<file path="src/rtl/position_read_pkg.sv">
`default_nettype none
// ============================================================================
//  Module      : position_read_pkg
//  Description : Shared types and constants for the multi-channel
//                position-read scheduler.
//  Revision    : 1.0 - initial release
// ============================================================================
package position_read_pkg;

    // Per-channel sequencing state.
    typedef enum logic [2:0] {
        ST_IDLE  = 3'd0,
        ST_PRIME = 3'd1,
        ST_FLUSH = 3'd2,
        ST_RUN   = 3'd3,
        ST_DONE  = 3'd4
    } chan_state_e;

    // Default width of each per-channel batch counter.
    localparam int c_CNT_W_DEFAULT = 16;

    // Saturation value of a default-width batch counter.
    localparam logic [c_CNT_W_DEFAULT-1:0] c_BATCH_CNT_SAT = '1;

endpackage : position_read_pkg
`default_nettype wire

</file>
<file path="src/rtl/position_read_channel.sv">
`default_nettype none
// ============================================================================
//  Module      : position_read_channel
//  Description : One position-read pipe sequencer: prime, flush, batch
//                dispatch with pending re-dispatch, saturating batch count,
//                sticky done.
//  Revision    : 1.0 - initial release
// ============================================================================
module position_read_channel
    import position_read_pkg::*;
#(
    parameter int CNT_W       = c_CNT_W_DEFAULT,
    parameter int PRIME_DEPTH = 1
) (
    input  logic             clk,
    input  logic             reset,
    input  logic             ready,
    input  logic             finished_batch,
    input  logic             finished_all,
    input  logic             in_flight,
    output logic             dispatch,
    output logic             done,
    output logic             busy,
    output logic [CNT_W-1:0] batch_count
);

    localparam int              c_PC_W    = (PRIME_DEPTH < 2) ? 1 : $clog2(PRIME_DEPTH + 1);
    localparam logic [c_PC_W-1:0] c_PC_LAST = c_PC_W'(PRIME_DEPTH);
    localparam logic [CNT_W-1:0]  c_CNT_MAX = '1;

    chan_state_e        state_q, state_d;
    logic [c_PC_W-1:0]  prime_cnt_q, prime_cnt_d;
    logic               pending_q, pending_d;
    logic [CNT_W-1:0]   cnt_q, cnt_d;
    logic               dispatch_q, dispatch_d;
    logic               done_q, done_d;
    logic               busy_q, busy_d;
    logic [CNT_W-1:0]   cnt_inc;

    // Counter increment that holds at the top value instead of wrapping.
    assign cnt_inc = (cnt_q == c_CNT_MAX) ? cnt_q : cnt_q + CNT_W'(1);

    // State register and all registered outputs.
    always_ff @(posedge clk) begin
        if (reset) begin
            state_q     <= ST_IDLE;
            prime_cnt_q <= '0;
            pending_q   <= 1'b0;
            cnt_q       <= '0;
            dispatch_q  <= 1'b0;
            done_q      <= 1'b0;
            busy_q      <= 1'b0;
        end else begin
            state_q     <= state_d;
            prime_cnt_q <= prime_cnt_d;
            pending_q   <= pending_d;
            cnt_q       <= cnt_d;
            dispatch_q  <= dispatch_d;
            done_q      <= done_d;
            busy_q      <= busy_d;
        end
    end

    // Next-state and next-output decode; ready low overrides every state.
    always_comb begin
        state_d     = state_q;
        prime_cnt_d = prime_cnt_q;
        pending_d   = pending_q;
        cnt_d       = cnt_q;
        dispatch_d  = 1'b0;
        done_d      = 1'b0;

        if (!ready) begin
            state_d     = ST_IDLE;
            prime_cnt_d = '0;
            pending_d   = 1'b0;
            cnt_d       = '0;
        end else begin
            case (state_q)
                ST_IDLE: begin
                    state_d     = ST_PRIME;
                    dispatch_d  = 1'b1;
                    prime_cnt_d = c_PC_W'(1);
                end
                ST_PRIME: begin
                    dispatch_d = 1'b1;
                    if (prime_cnt_q == c_PC_LAST) begin
                        state_d = ST_FLUSH;
                    end else begin
                        prime_cnt_d = prime_cnt_q + c_PC_W'(1);
                    end
                end
                ST_FLUSH: begin
                    // The FLUSH->RUN dispatch is a prime request, not a batch.
                    dispatch_d = 1'b1;
                    if (!in_flight) begin
                        state_d = ST_RUN;
                    end
                end
                ST_RUN: begin
                    if (finished_batch && finished_all) begin
                        state_d   = ST_DONE;
                        done_d    = 1'b1;
                        pending_d = 1'b0;
                    end else if (finished_batch && !in_flight) begin
                        // This dispatch also serves any older pending request.
                        dispatch_d = 1'b1;
                        cnt_d      = cnt_inc;
                        pending_d  = 1'b0;
                    end else if (finished_batch && in_flight) begin
                        pending_d = 1'b1;
                    end else if (pending_q && !in_flight) begin
                        dispatch_d = 1'b1;
                        pending_d  = 1'b0;
                        cnt_d      = cnt_inc;
                    end
                end
                ST_DONE: begin
                    done_d = 1'b1;
                end
                default: begin
                    state_d = ST_IDLE;
                end
            endcase
        end

        busy_d = (state_d == ST_PRIME) || (state_d == ST_FLUSH) || (state_d == ST_RUN);
    end

    assign dispatch    = dispatch_q;
    assign done        = done_q;
    assign busy        = busy_q;
    assign batch_count = cnt_q;

endmodule : position_read_channel
`default_nettype wire

</file>
<file path="src/rtl/position_read_scheduler.sv">
`default_nettype none
// ============================================================================
//  Module      : position_read_scheduler
//  Description : N_CH independent position-read channel sequencers plus an
//                aggregate registered all_done.
//  Revision    : 1.0 - initial release
// ============================================================================
module position_read_scheduler
    import position_read_pkg::*;
#(
    parameter int N_CH        = 4,
    parameter int CNT_W       = c_CNT_W_DEFAULT,
    parameter int PRIME_DEPTH = 1
) (
    input  logic                  clk,
    input  logic                  reset,
    input  logic [N_CH-1:0]       ready,
    input  logic [N_CH-1:0]       finished_batch,
    input  logic [N_CH-1:0]       finished_all,
    input  logic [N_CH-1:0]       in_flight,
    output logic [N_CH-1:0]       dispatch,
    output logic [N_CH-1:0]       done,
    output logic [N_CH-1:0]       busy,
    output logic [N_CH*CNT_W-1:0] batch_count,
    output logic                  all_done
);

    logic all_done_q;

    generate
        for (genvar gi = 0; gi < N_CH; gi++) begin : g_ch
            position_read_channel #(
                .CNT_W       (CNT_W),
                .PRIME_DEPTH (PRIME_DEPTH)
            ) u_channel (
                .clk            (clk),
                .reset          (reset),
                .ready          (ready[gi]),
                .finished_batch (finished_batch[gi]),
                .finished_all   (finished_all[gi]),
                .in_flight      (in_flight[gi]),
                .dispatch       (dispatch[gi]),
                .done           (done[gi]),
                .busy           (busy[gi]),
                .batch_count    (batch_count[gi*CNT_W +: CNT_W])
            );
        end
    endgenerate

    // Aggregate completion, sampled from the registered done vector.
    always_ff @(posedge clk) begin
        if (reset) begin
            all_done_q <= 1'b0;
        end else begin
            all_done_q <= &done;
        end
    end

    assign all_done = all_done_q;

endmodule : position_read_scheduler
`default_nettype wire
</file>
<file path="config.mk">
export PLATFORM = sky130hd
export DESIGN_NAME = position_read_scheduler
export DESIGN_NICKNAME = d
export VERILOG_FILES = /design/src/rtl/position_read_pkg.sv /design/src/rtl/position_read_channel.sv /design/src/rtl/position_read_scheduler.sv
export SDC_FILE = /design/constraint.sdc
export NUM_CORES = 1
export LEC_CHECK = 0
export CORE_ASPECT_RATIO = 2
export CORE_UTILIZATION = 49
export DETAILED_ROUTE_END_ITERATION = 8
export HOLD_SLACK_MARGIN = 0.15
export PLACE_DENSITY_LB_ADDON = 0.05
export SLEW_MARGIN = 10
export SYNTH_ARGS = -nofsm -noshare
export SYNTH_HDL_FRONTEND = slang
export SYNTH_SLANG_ARGS = --single-unit
</file>
<file path="constraint.sdc">
create_clock -name clk -period 3.58 [get_ports clk]
set_clock_uncertainty 0.05 [all_clocks]
set_input_delay 0.716 -clock clk [delete_from_list [all_inputs] [get_ports clk]]
set_output_delay 0.716 -clock clk [all_outputs]
set_load 0.05 [all_outputs]
</file>
==> impl_metrics.sql, run 1 <==
INSERT INTO impl_metrics (metric_group, metric, value, unit) VALUES
('status', 'status', 'completed', ''),
('logic_synthesis', 'postSynth.topFlopCell', 'dfxtp_1', ''),
('cts', 'cts_setup_buffers', '0', ''),
('route', 'vias', '4113', ''),
('worst_hold_path', 'timing.hold.worst_endpoint', 'all_done$_SDFF_PP0_', ''),
('sta', 'finalSetupTns', '0', 'ns'),
('cts', 'clk_path_buf_depth', '2', ''),
('grt', 'number_of_global_route_vias_before_repair', '3846', ''),
('worst_setup_path', 'worst-endpoint-arrival', '2.84', 'ns'),
('die', 'initial_utilization', '0.5037', ''),
('worst_setup_path', 'startpoint_type', 'input pin', ''),
('worst_setup_path', 'worstPathMaxFanout', '18', ''),
('logic_synthesis', 'yosys_warnings', '0', ''),
('cts', 'hold_buf_cts', '0', ''),
('worst_setup_path', 'timing.reg2reg.setup_slack', '1.32', 'ns'),
('placement', 'place.gp.congestion', '0.8009', ''),
('sta', 'worst_slew_pin_slew', '0.9102', 'ns'),
('route', 'final_antenna_net_count', '0', ''),
('worst_setup_path', 'worst-r2r-cell-count', '6', ''),
('sta', 'max-slew-margin-rel', '0.3932', ''),
('grt', 'wire_length_of_the_first_global_routing_pass', '16880', 'um'),
('grt', 'grt_antenna_before_repair', '0', ''),
('cts', 'path_clk_slew', '0.06', 'ns'),
('power', 'power.switching_fraction', '0.2146', ''),
('worst_setup_path', 'crit_required', '3.78', 'ns'),
('flow_run', 'max-cap-violations', '0', ''),
('grt', 'grt.overflow.total', '0', ''),
('sta', 'finalHoldViolations', '0', ''),
('cells_and_area', 'final_cells', '724', ''),
('sta', 'period_share', '0.7370', ''),
('cts', 'cts.repair.resized', '0', ''),
('sta', 'timing.final.setup_violations', '0', ''),
('cts', 'numCtsBuffers', '9', ''),
('logic_synthesis', 'syn_avg_cell_area', '8.360', 'um2'),
('worst_hold_path', 'worstHoldPathCells', '2', ''),
('worst_setup_path', 'r2r_path_end', 'g_ch[2].u_channel.batch_count[15]$_SDFFE_PP0P_', ''),
('route', 'detail_route.vias_per_cell', '5.681', ''),
('power', 'total_power', '0.002146', 'W'),
('die', 'boundaryPins', '95', ''),
('die', 'die_width', '70.06', 'um'),
('cells_and_area', 'layout.cells.most_common', 'dfxtp_1', ''),
('power', 'peakVddDrop', '0.0002671', 'V'),
('logic_synthesis', 'unique_masters_post_synth', '55', ''),
('worst_setup_path', 'timing_worst_setup_path_type', 'input pin to flop', ''),
('logic_synthesis', 'post_synth_instance_area', '4539', 'um2'),
('logic_synthesis', 'synth_edf_count', '0', ''),
('grt', 'grt_start_max_net_pins', '25', ''),
('route', 'post_drt_wl_per_cell', '13.95', 'um'),
('logic_synthesis', 'synthCells', '543', ''),
('power', 'power.combinational.fraction', '0.046', ''),
('worst_hold_path', 'hp-start', 'g_ch[3].u_channel.done$_SDFF_PP0_', ''),
('worst_setup_path', 'path_cells', 'clkdlybuf4s50_1, and2_4, or4_4, a21o_4, or4_1, a21oi_1', ''),
('logic_synthesis', 'seq_area_frac_synth', '0.4278', ''),
('logic_synthesis', 'seq_cells_post_synth', '97', ''),
('route', 'remaining_drc_errors', '0', ''),
('cells_and_area', 'final_net_count', '639', ''),
('power', 'cell_area_power_density', '373.6', 'nW/um2'),
('placement', 'place.detailed.instances', '708', ''),
('route', 'routed_wl', '10100', 'um'),
('cells_and_area', 'layout-area-overhead-vs-synth', '26.57', '%'),
('worst_setup_path', 'crit-reg2reg-launch', 'g_ch[2].u_channel.batch_count[0]$_SDFFE_PP0P_', ''),
('power', 'p_leak', '1.835', 'nW'),
('cts', 'clk_root_buffer_cell', 'clkbuf_16', ''),
('power', 'clkPwrFrac', '0.443', ''),
('power', 'seq_power_share', '0.512', ''),
('route', 'drt-initial-drc-count', '144', ''),
('die', 'std_cell_rows', '49', ''),
('sta', 'timing.fmax', '379.0', 'MHz'),
('die', 'core', '9012', 'um2'),
('placement', 'post-dp-hpwl', '7399', 'um'),
('die', 'design.die.area', '9676', 'um2');
[synth_stat cells, types with 2 or more instances]
master	n	share of area
o211ai_1	6	0.0099
or2_2	4	0.0055
mux2i_1	5	0.011
dfxtp_1	97	0.43
and4_1	5	0.0096
inv_1	8	0.0066
or4_1	8	0.013
nand3_1	26	0.029
nor2b_1	7	0.0096
a22oi_1	3	0.0050
xnor2_1	21	0.041
xor2_1	13	0.025
o21bai_1	2	0.0033
or3_1	15	0.021
clkbuf_1	16	0.013
buf_2	7	0.0077
nor3_1	14	0.015
o21ai_0	22	0.024
nand4_1	22	0.030
and2_1	5	0.0069
a31oi_1	3	0.0041
buf_4	12	0.020
o21a_1	4	0.0066
o31ai_1	4	0.0066
ha_1	4	0.011
nand2b_1	6	0.0083
nand2_1	37	0.031
nor2_1	76	0.063
nor4_1	12	0.017
nor3b_1	3	0.0050
nand4b_1	2	0.0039
a311oi_1	4	0.0077
a21oi_1	38	0.042
nand3b_1	4	0.0066
a211oi_1	2	0.0033
and3_1	7	0.0096
[per-layer routing]
| metal | global-route usage | share of wire |
|---|---|---|
| met3 | 0.04155 | 0.032 |
| met1 | 0.2220 | 0.41 |
| met2 | 0.3932 | 0.54 |
| met4 | 0.08421 | 0.019 |
| met5 | 0 | 0 |
[state kept, by name (all words and copies together) (netlist names)]
signal                      cells
all_done                        1
g_ch.u_channel.batch_count     64
g_ch.u_channel.busy             4
g_ch.u_channel.dispatch         4
g_ch.u_channel.done             4
g_ch.u_channel.pending_q        4
g_ch.u_channel.prime_cnt_q      4
g_ch.u_channel.state_q         12
[critical path: cells and delay by family]
kind                   cells  cell delay, ns
AO/OA/AOI/OAI              2            0.41
AND/OR/NAND/NOR            3            1.25
buffers and inverters      1            0.46
[layout make-up]
class,instances,area [um2]
well taps,102,127.6
repair buffers,99,978.4
clock inverters,6,57.56
fillers,785,3267
clock buffers,10,239.0
inverters,8,30.03
multi-input cells,402,2371
flip-flops and latches,97,1942
[worst max path at each step]
stage | start | end | slack, ns | cells past startpoint
4_1_cts | finished_batch[3] | g_ch[3].u_channel.batch_count[15]$_SDFFE_PP0P_ | 0.96 | 6
3_3_place_gp | finished_batch[3] | g_ch[3].u_channel.batch_count[15]$_SDFFE_PP0P_ | 0.64 | 6
3_5_place_dp | finished_batch[3] | g_ch[3].u_channel.batch_count[15]$_SDFFE_PP0P_ | 0.61 | 6
5_1_grt | finished_batch[3] | g_ch[3].u_channel.batch_count[15]$_SDFFE_PP0P_ | 0.85 | 6
6_report | finished_batch[3] | g_ch[3].u_channel.batch_count[15]$_SDFFE_PP0P_ | 0.94 | 6
2_1_floorplan | finished_batch[3] | g_ch[3].u_channel.batch_count[15]$_SDFFE_PP0P_ | 1.15 | 6
[power groups by stage]
stage / Sequential, W / Combinational [W] / Clock (W)
2_1_floorplan: 0.00112 / 0.0000684 / 0
3_3_place_gp: 0.00112 / 0.0000970 / 0
3_5_place_dp: 0.00112 / 0.0000985 / 0
4_1_cts: 0.00110 / 0.0000989 / 0.000979
5_1_grt: 0.00110 / 0.000106 / 0.00102
6_report: 0.00110 / 0.0000980 / 0.000950
[per-stage QoR]
step / hold WS (ns) / area [um2] / worst slack (ns) / util
2_1_floorplan: 0.3752 / 4539 / 1.153 / -
3_3_place_gp: 0.3953 / 5449 / 0.6421 / 0.6046
3_5_place_dp: 0.4082 / 5449 / 0.6120 / 0.6046
4_1_cts: 0.4149 / 5746 / 0.9633 / 0.6375
5_1_grt: 0.4390 / 5746 / 0.8531 / 0.6375
6_report: 0.4120 / 5746 / 0.9414 / 0.6375
[logic make-up (layout without fill, tap and decap cells)]
group,after synthesis,in the layout,share of synthesized area
AND/OR/NAND/NOR,262,262,0.3032
flip-flops,97,97,0.4278
adder cells (fa/ha/maj),4,4,0.01103
XOR/XNOR,34,34,0.06560
buffers and inverters,44,123,0.04989
multiplexers,6,6,0.01351
AO/OA/AOI/OAI,96,96,0.1290
Note: power is estimated with default switching activity, not from simulation.
==> run 2: changes to the inputs <==
- CORE_UTILIZATION: 49 -> 46
- clock period: 3.58 -> 2.2 ns (I/O delays scaled with it)
==> run 2 against run 1 <==
Effect of this change: first-iteration DRC count is 29% higher; register-to-register slack worse by 1.1 ns; clock power is 110% higher; flip-flop and latch count stayed put; power is 87% higher; critical path depth stayed put; cell count is 12% higher; worst setup slack worse by 0.92 ns; critical path type unchanged.
==> impl_metrics.sql, run 2 (synthesized netlist as in run 1, its figures left out) <==
INSERT INTO impl_metrics (metric_group, metric, value, unit) VALUES
('cells_and_area', 'layout.cells.most_common', 'clkdlybuf4s50_1', ''),
('sta', 'period_share', '0.9887', ''),
('worst_setup_path', 'crit-reg2reg-launch', 'g_ch[0].u_channel.batch_count[0]$_SDFFE_PP0P_', ''),
('die', 'die_h', '142.5', 'um'),
('placement', 'place.gp.congestion', '0.8309', ''),
('power', 'peakVddDrop', '0.0004219', 'V'),
('grt', 'grtUsageTotal', '0.2187', ''),
('placement', 'port_buffers', '94', ''),
('cells_and_area', 'final_cells', '808', ''),
('die', 'design.die.area', '10290', 'um2'),
('cts', 'clock_insertion_delay_worst_skew', '0.34', 'ns'),
('sta', 'timing.final.setup_violations', '0', ''),
('power', 'cell_area_power_density', '631.0', 'nW/um2'),
('sta', 'finalWorstPathRequiredPeriod', '2.175', 'ns'),
('sta', 'timing.fmax', '459.7', 'MHz'),
('cells_and_area', 'drive_above_1_share', '0.1494', ''),
('cts', 'hold_buf_cts', '0', ''),
('cells_and_area', 'layout-area-overhead-vs-synth', '39.99', '%'),
('power', 'p_leak', '2.185', 'nW'),
('worst_setup_path', 'worstPathMaxFanout', '6', ''),
('sta', 'worst_slew_pin_slew', '0.5083', 'ns'),
('sta', 'final.setup.worst_slack', '0.02490', 'ns'),
('worst_setup_path', 'worst-r2r-cell-count', '7', ''),
('power', 'total_switching_power', '0.0007710', 'W'),
('cts', 'tritoncts', 'yes', ''),
('sta', 'drv_slew', '0', ''),
('die', 'initial_utilization', '0.4711', ''),
('route', 'final_antenna_net_count', '0', ''),
('route', 'vias', '4390', ''),
('cells_and_area', 'final_net_count', '693', ''),
('cts', 'cts_setup_buffers', '0', ''),
('status', 'status', 'completed', ''),
('die', 'boundaryPins', '95', ''),
('placement', 'preCtsSetupSlack', '-0.5146', 'ns'),
('sta', 'max-slew-margin-rel', '0.6601', ''),
('power', 'clkPwrFrac', '0.505', ''),
('worst_hold_path', 'timing.hold.worst.class', 'flop to flop', ''),
('flow_run', 'max-cap-violations', '0', ''),
('power', 'seq_power_share', '0.445', ''),
('worst_setup_path', 'worst_setup_path_end_kind', 'flop', ''),
('power', 'power.combinational.fraction', '0.050', ''),
('route', 'detail_route.vias_per_cell', '5.433', ''),
('die', 'core', '9635', 'um2'),
('worst_setup_path', 'startpoint_type', 'input pin', ''),
('worst_setup_path', 'timing.critical_path.from', 'finished_all[3]', ''),
('die', 'die_width', '72.25', 'um'),
('cts', 'path_clk_slew', '0.07', 'ns'),
('worst_setup_path', 'timing_worst_setup_path_type', 'input pin to flop', ''),
('worst_setup_path', 'crit_required', '2.42', 'ns'),
('route', 'remaining_drc_errors', '0', ''),
('worst_hold_path', 'worstHoldPathCells', '2', ''),
('cells_and_area', 'mostFrequentLayoutCells', 'clkdlybuf4s50_1, dfxtp_1, nor2_1, buf_4, nand2_1', ''),
('route', 'drt-initial-drc-count', '186', ''),
('grt', 'number_of_global_route_vias_before_repair', '4116', ''),
('grt', 'wire_length_of_the_first_global_routing_pass', '18010', 'um'),
('grt', 'grt_antenna_before_repair', '0', ''),
('sta', 'finalHoldViolations', '0', ''),
('worst_setup_path', 'r2r_path_end', 'g_ch[0].u_channel.batch_count[9]$_SDFFE_PP0P_', ''),
('worst_setup_path', 'worst-endpoint-arrival', '2.40', 'ns'),
('die', 'std_cell_rows', '51', ''),
('placement', 'post-dp-hpwl', '8278', 'um'),
('worst_setup_path', 'setup.worst_path.end', 'g_ch[3].u_channel.batch_count[15]$_SDFFE_PP0P_', ''),
('placement', 'place.detailed.instances', '791', ''),
('route', 'dr.pass1.iters', '4', ''),
('cts', 'clk_root_buffer_cell', 'clkbuf_16', ''),
('route', 'routed_wl', '11180', 'um'),
('grt', 'grt.overflow.total', '0', ''),
('cts', 'cts-htree-levels', '3', ''),
('cells_and_area', 'max_ffs_per_register', '64', ''),
('power', 'cell_internal_pwr', '0.003239', 'W'),
('grt', 'grt_start_max_net_pins', '25', ''),
('cts', 'clk_path_buf_depth', '2', ''),
('cts', 'cts.sinks', '97', ''),
('route', 'post_drt_wl_per_cell', '13.84', 'um'),
('cts', 'numCtsBuffers', '9', ''),
('cells_and_area', 'n_antenna_cell', '0', ''),
('power', 'power.switching_fraction', '0.1923', ''),
('worst_setup_path', 'timing.reg2reg.setup_slack', '0.18', 'ns');
==> run 2: cell types whose count changed in the layout (fill, tap and decap cells not counted), sizes merged <==
cell / change
clkinv: -4
bufinv: +4
clkinvlp: -1
clkdlybuf4s50: -2
clkbuf: +1
a21o: +1
buf: +53
dlygate4sd2: +1
dlymetal6s2s: +1
==> run 2: critical path, cell delays in order <==
cell and delay [ns]:
clkdlybuf4s50_1 0.41, and2_4 0.14, or4_4 0.53, a21o_4 0.23, or4_1 0.50, a21oi_1 0.14
==> run 2: repair_timing <==
action | 4_1_cts | 5_1_grt
resized for setup | 3 | 8
gates cloned | 1 | 0
setup endpoints to repair | 7 | 6
pin swaps | 0 | 2
==> run 2: through the flow <==
step | power (W) | TNS (ns) | cell area [um2] | util | hold WS, ns
after detailed placement | 0.002023 | -8.836 | 5918 | 0.6142 | 0.4013
after floorplan | 0.001931 | -0.008081 | 4561 | - | 0.3752
after CTS | 0.004058 | 0 | 6325 | 0.6564 | 0.4116
after global placement | 0.002019 | -6.984 | 5918 | 0.6142 | 0.3924
final | 0.004010 | 0 | 6355 | 0.6595 | 0.4131
after global routing | 0.004148 | -0.004639 | 6355 | 0.6595 | 0.4373
==> run 2: power groups by stage <==
stage / Combinational (W) / Sequential (W) / Clock, W
2_1_floorplan: 0.000111 / 0.00182 / 0
3_3_place_gp: 0.000197 / 0.00182 / 0
3_5_place_dp: 0.000200 / 0.00182 / 0
4_1_cts: 0.000200 / 0.00178 / 0.00208
5_1_grt: 0.000216 / 0.00178 / 0.00215
6_report: 0.000201 / 0.00178 / 0.00203
==> run 2: per-layer routing <==
metal / global-route usage / wire, um / vias up
li1: - / - / 2188
met1: 0.2289 / 4341 / 2066
met2: 0.3994 / 6093 / 108
met3: 0.04037 / 409 / 28
met4: 0.1187 / 338 / 0
met5: 0 / 0 / -
==> run 2: worst min-delay path by stage <==
| stage | startpoint | slack [ns] | endpoint |
|---|---|---|---|
| after floorplan | g_ch[1].u_channel.done$_SDFF_PP0_ | 0.38 | all_done$_SDFF_PP0_ |
| after global placement | g_ch[0].u_channel.prime_cnt_q$_SDFFE_PP0P_ | 0.39 | g_ch[0].u_channel.prime_cnt_q$_SDFFE_PP0P_ |
| after detailed placement | g_ch[1].u_channel.done$_SDFF_PP0_ | 0.40 | all_done$_SDFF_PP0_ |
| after CTS | g_ch[1].u_channel.done$_SDFF_PP0_ | 0.41 | all_done$_SDFF_PP0_ |
| after global routing | g_ch[0].u_channel.prime_cnt_q$_SDFFE_PP0P_ | 0.44 | g_ch[0].u_channel.prime_cnt_q$_SDFFE_PP0P_ |
| final | g_ch[0].u_channel.prime_cnt_q$_SDFFE_PP0P_ | 0.41 | g_ch[0].u_channel.prime_cnt_q$_SDFFE_PP0P_ |
==> run 2: cell type report <==
cell class / count / area (um2)
clock inverters: 5 / 150.1
inverters: 8 / 30.03
flip-flops and latches: 97 / 1949
fillers: 821 / 3281
well taps: 132 / 165.2
repair buffers: 152 / 1390
multi-input cells: 403 / 2427
clock buffers: 11 / 242.7
==> patch (config.mk and constraints of run 2) <==
Set the parameter `N_CH` to 6 (it was 4).
--- a/src/rtl/position_read_scheduler.sv
+++ b/src/rtl/position_read_scheduler.sv
@@ -8,7 +8,7 @@
 module position_read_scheduler
     import position_read_pkg::*;
 #(
-    parameter int N_CH        = 4,
+    parameter int N_CH        = 6,
     parameter int CNT_W       = c_CNT_W_DEFAULT,
     parameter int PRIME_DEPTH = 1
 ) (
Interface: changed (8 resized); port bits go from 95 to 141. The function was not compared with the original's and may differ.
==> patch against run 2 <==
Routed wire length increased by 54%. Largest power group unchanged. Setup slack got worse by 0.91 ps. Sequential cell count increased by 48. Global-route usage increased by 1.3 points. Synthesized area increased by 49%. Cell area increased by 47%. Largest cell class unchanged. Power increased by 49%.
==> patch: results (changes against run 2) <==
GRT
  • Largest net degree at the start of global routing: 25 (unchanged)
  • Antenna violations before repair: 0 (unchanged)
  • Vias in the first global route: 6421 (was 4116)
  • First-pass GRT wire length: 28300 µm (was 18000 µm)
  • GRT Util Overall: 0.232 (was 0.219)

Final layout
  • Diode count: 0 (unchanged)
  • Fin nets: 1025 (was 693)
  • Fill cells: 1226 (was 821)
  • Layout cells sized above 1: 0.115 (was 0.149)
  • Number of flip-flops in the largest register: 96 (was 64)

Setup path
  • Arrival time at the worst endpoint: 1690 ps (was 2400 ps)
  • Slowest library cell on the worst path: clkdlybuf4s50_1 (was or4_4)
  • Crit Path Max Fanout: 5 (was 6)
  • Delay of the slowest critical-path stage: 850 ps (was 530 ps)
  • CP delay by family, top: buffers and inverters (was simple AND/OR/NAND/NOR gates)

Yosys
  • Yosys warns: 0 (unchanged)
  • Post-Syn Nets: 854 (was 565)
  • Top post-synthesis cells by area: dfxtp_1 (43%), nor2_1 (7.6%), xnor2_1 (6.2%) (was dfxtp_1 (43%), nor2_1 (6.3%), a21oi_1 (4.2%))
  • Post-synth ARST share: 0 (unchanged)
  • Syn Area/Cell: 8.25 µm² (was 8.36 µm²)
  • Synth cell count leaders: dfxtp_1 (145), nor2_1 (137), nand2_1 (55) (was dfxtp_1 (97), nor2_1 (76), a21oi_1 (38))
  • Netlist cell types: 52 (was 55)
  • Sequential share of the synthesized area: 0.428 (about the same)

CTS
  • Worst-path clk slew: 60 ps
  • CTS H-Tree Depth: 4 (was 3)
  • Max Root-Sink Buffers: 2 (unchanged)
  • Clock latency on the worst-skew pair: 410 ps (was 340 ps)
  • CTS Buf Count: 17 (was 9)
  • Clock root cell: clkbuf_16 (unchanged)

Place
  • Inst Count DP: 1166 (was 791)
  • IO Port Bufs: 140 (was 94)
  • DP Area: 0.00865 mm² (was 0.00592 mm²)
  • DP HPWL: 13100 µm (was 8280 µm)
  • GP Congestion: 0.837 (was 0.831)

Drt
  • DRT iter0 DRCs: 196 (was 186)
  • DR vias/cell: 5.43 (about the same)
  • Drt total wl: 17300 µm (was 11200 µm)
  • Vias: 6492 (was 4390)
  • Length of the first detailed-routing pass in iterations: 4 (unchanged)

Hold path
  • Hold Crit Class: flop to flop (unchanged)

Power and ir drop
  • VDD IR max: 0.000613 V (was 0.000422 V)
  • Pleak: 3.90 nW (was 2.18 nW)

Timing
  • Worst slew pin tran: 575 ps (was 508 ps)

Run status
  • Status: finished, final reports clean (unchanged)
==> patch: worst paths after layout <==
path	from	endpoint	slack [ps]	cells past startpoint
max	g_ch[4].u_channel.batch_count[14]$_SDFFE_PP0P_	batch_count[78]	20	1
min	g_ch[1].u_channel.done$_SDFF_PP0_	all_done$_SDFF_PP0_	390	2
max reg2reg	g_ch[5].u_channel.batch_count[0]$_SDFFE_PP0P_	g_ch[5].u_channel.batch_count[3]$_SDFFE_PP0P_	190	6
min reg2reg	g_ch[1].u_channel.done$_SDFF_PP0_	all_done$_SDFF_PP0_	390	2
==> patch: area by class of cell <==
| class | count | area [µm²] | area share |
|---|---|---|---|
| Sequential cell | 145 | 2910 | 0.311 |
| Multi-Input combinational cell | 615 | 3600 | 0.385 |
| Inverter | 11 | 41.3 | 0.00442 |
| Timing Repair Buffer | 203 | 1950 | 0.208 |
| Tap cell | 192 | 240 | 0.0257 |
| Clock inverter | 12 | 186 | 0.0199 |
| Clock buffer | 18 | 429 | 0.0459 |
==> patch: metal layers <==
metal  up-vias  wire (µm)  global-route usage  share of wire
li1       3228          -                   -              -
met1      3055       6380               0.227           0.37
met2       172       9690               0.444           0.56
met3        37        671              0.0457          0.039
met4         0        532               0.107          0.031
met5         -          0                   0              0
==> patch: cells by family (layout without fill, tap and decap cells) <==
| family | count (synthesis) | after routing | share of synthesized area |
|---|---|---|---|
| AOI/OAI and AO/OA | 104 | 104 | 0.0880 |
| xor gates and xnor gates | 69 | 69 | 0.0891 |
| adders and majority gates | 6 | 6 | 0.0111 |
| buffers and inverters | 62 | 244 | 0.0450 |
| DFF | 145 | 145 | 0.428 |
| muxes | 6 | 6 | 0.00959 |
| and+or+nand+nor | 430 | 430 | 0.330 |
==> patch: per-stage QoR <==
step	hold slack, ps	util	power (mW)	setup WS, ps
floorplan	365	-	2.88	-9.33
global placement	392	0.603	3.00	-397
detailed placement	386	0.603	3.01	-424
CTS	394	0.645	6.02	1.04
global route	434	0.651	6.17	2.07
finish	393	0.651	5.96	24.0
==> patch: timing repair <==
action,CTS,global route
gates resized for setup,11,37
pin swaps,0,1
setup endpoints to repair,11,37
setup buffers,0,0
hold buffers,0,0
==> patch: report_power, final <==
group | total (mW) | switching [mW] | internal [mW]
registers | 2.67 | 0.0174 | 2.65
logic | 0.280 | 0.153 | 0.127
clock network | 3.01 | 1.12 | 1.89
total | 5.96 | 1.29 | 4.67
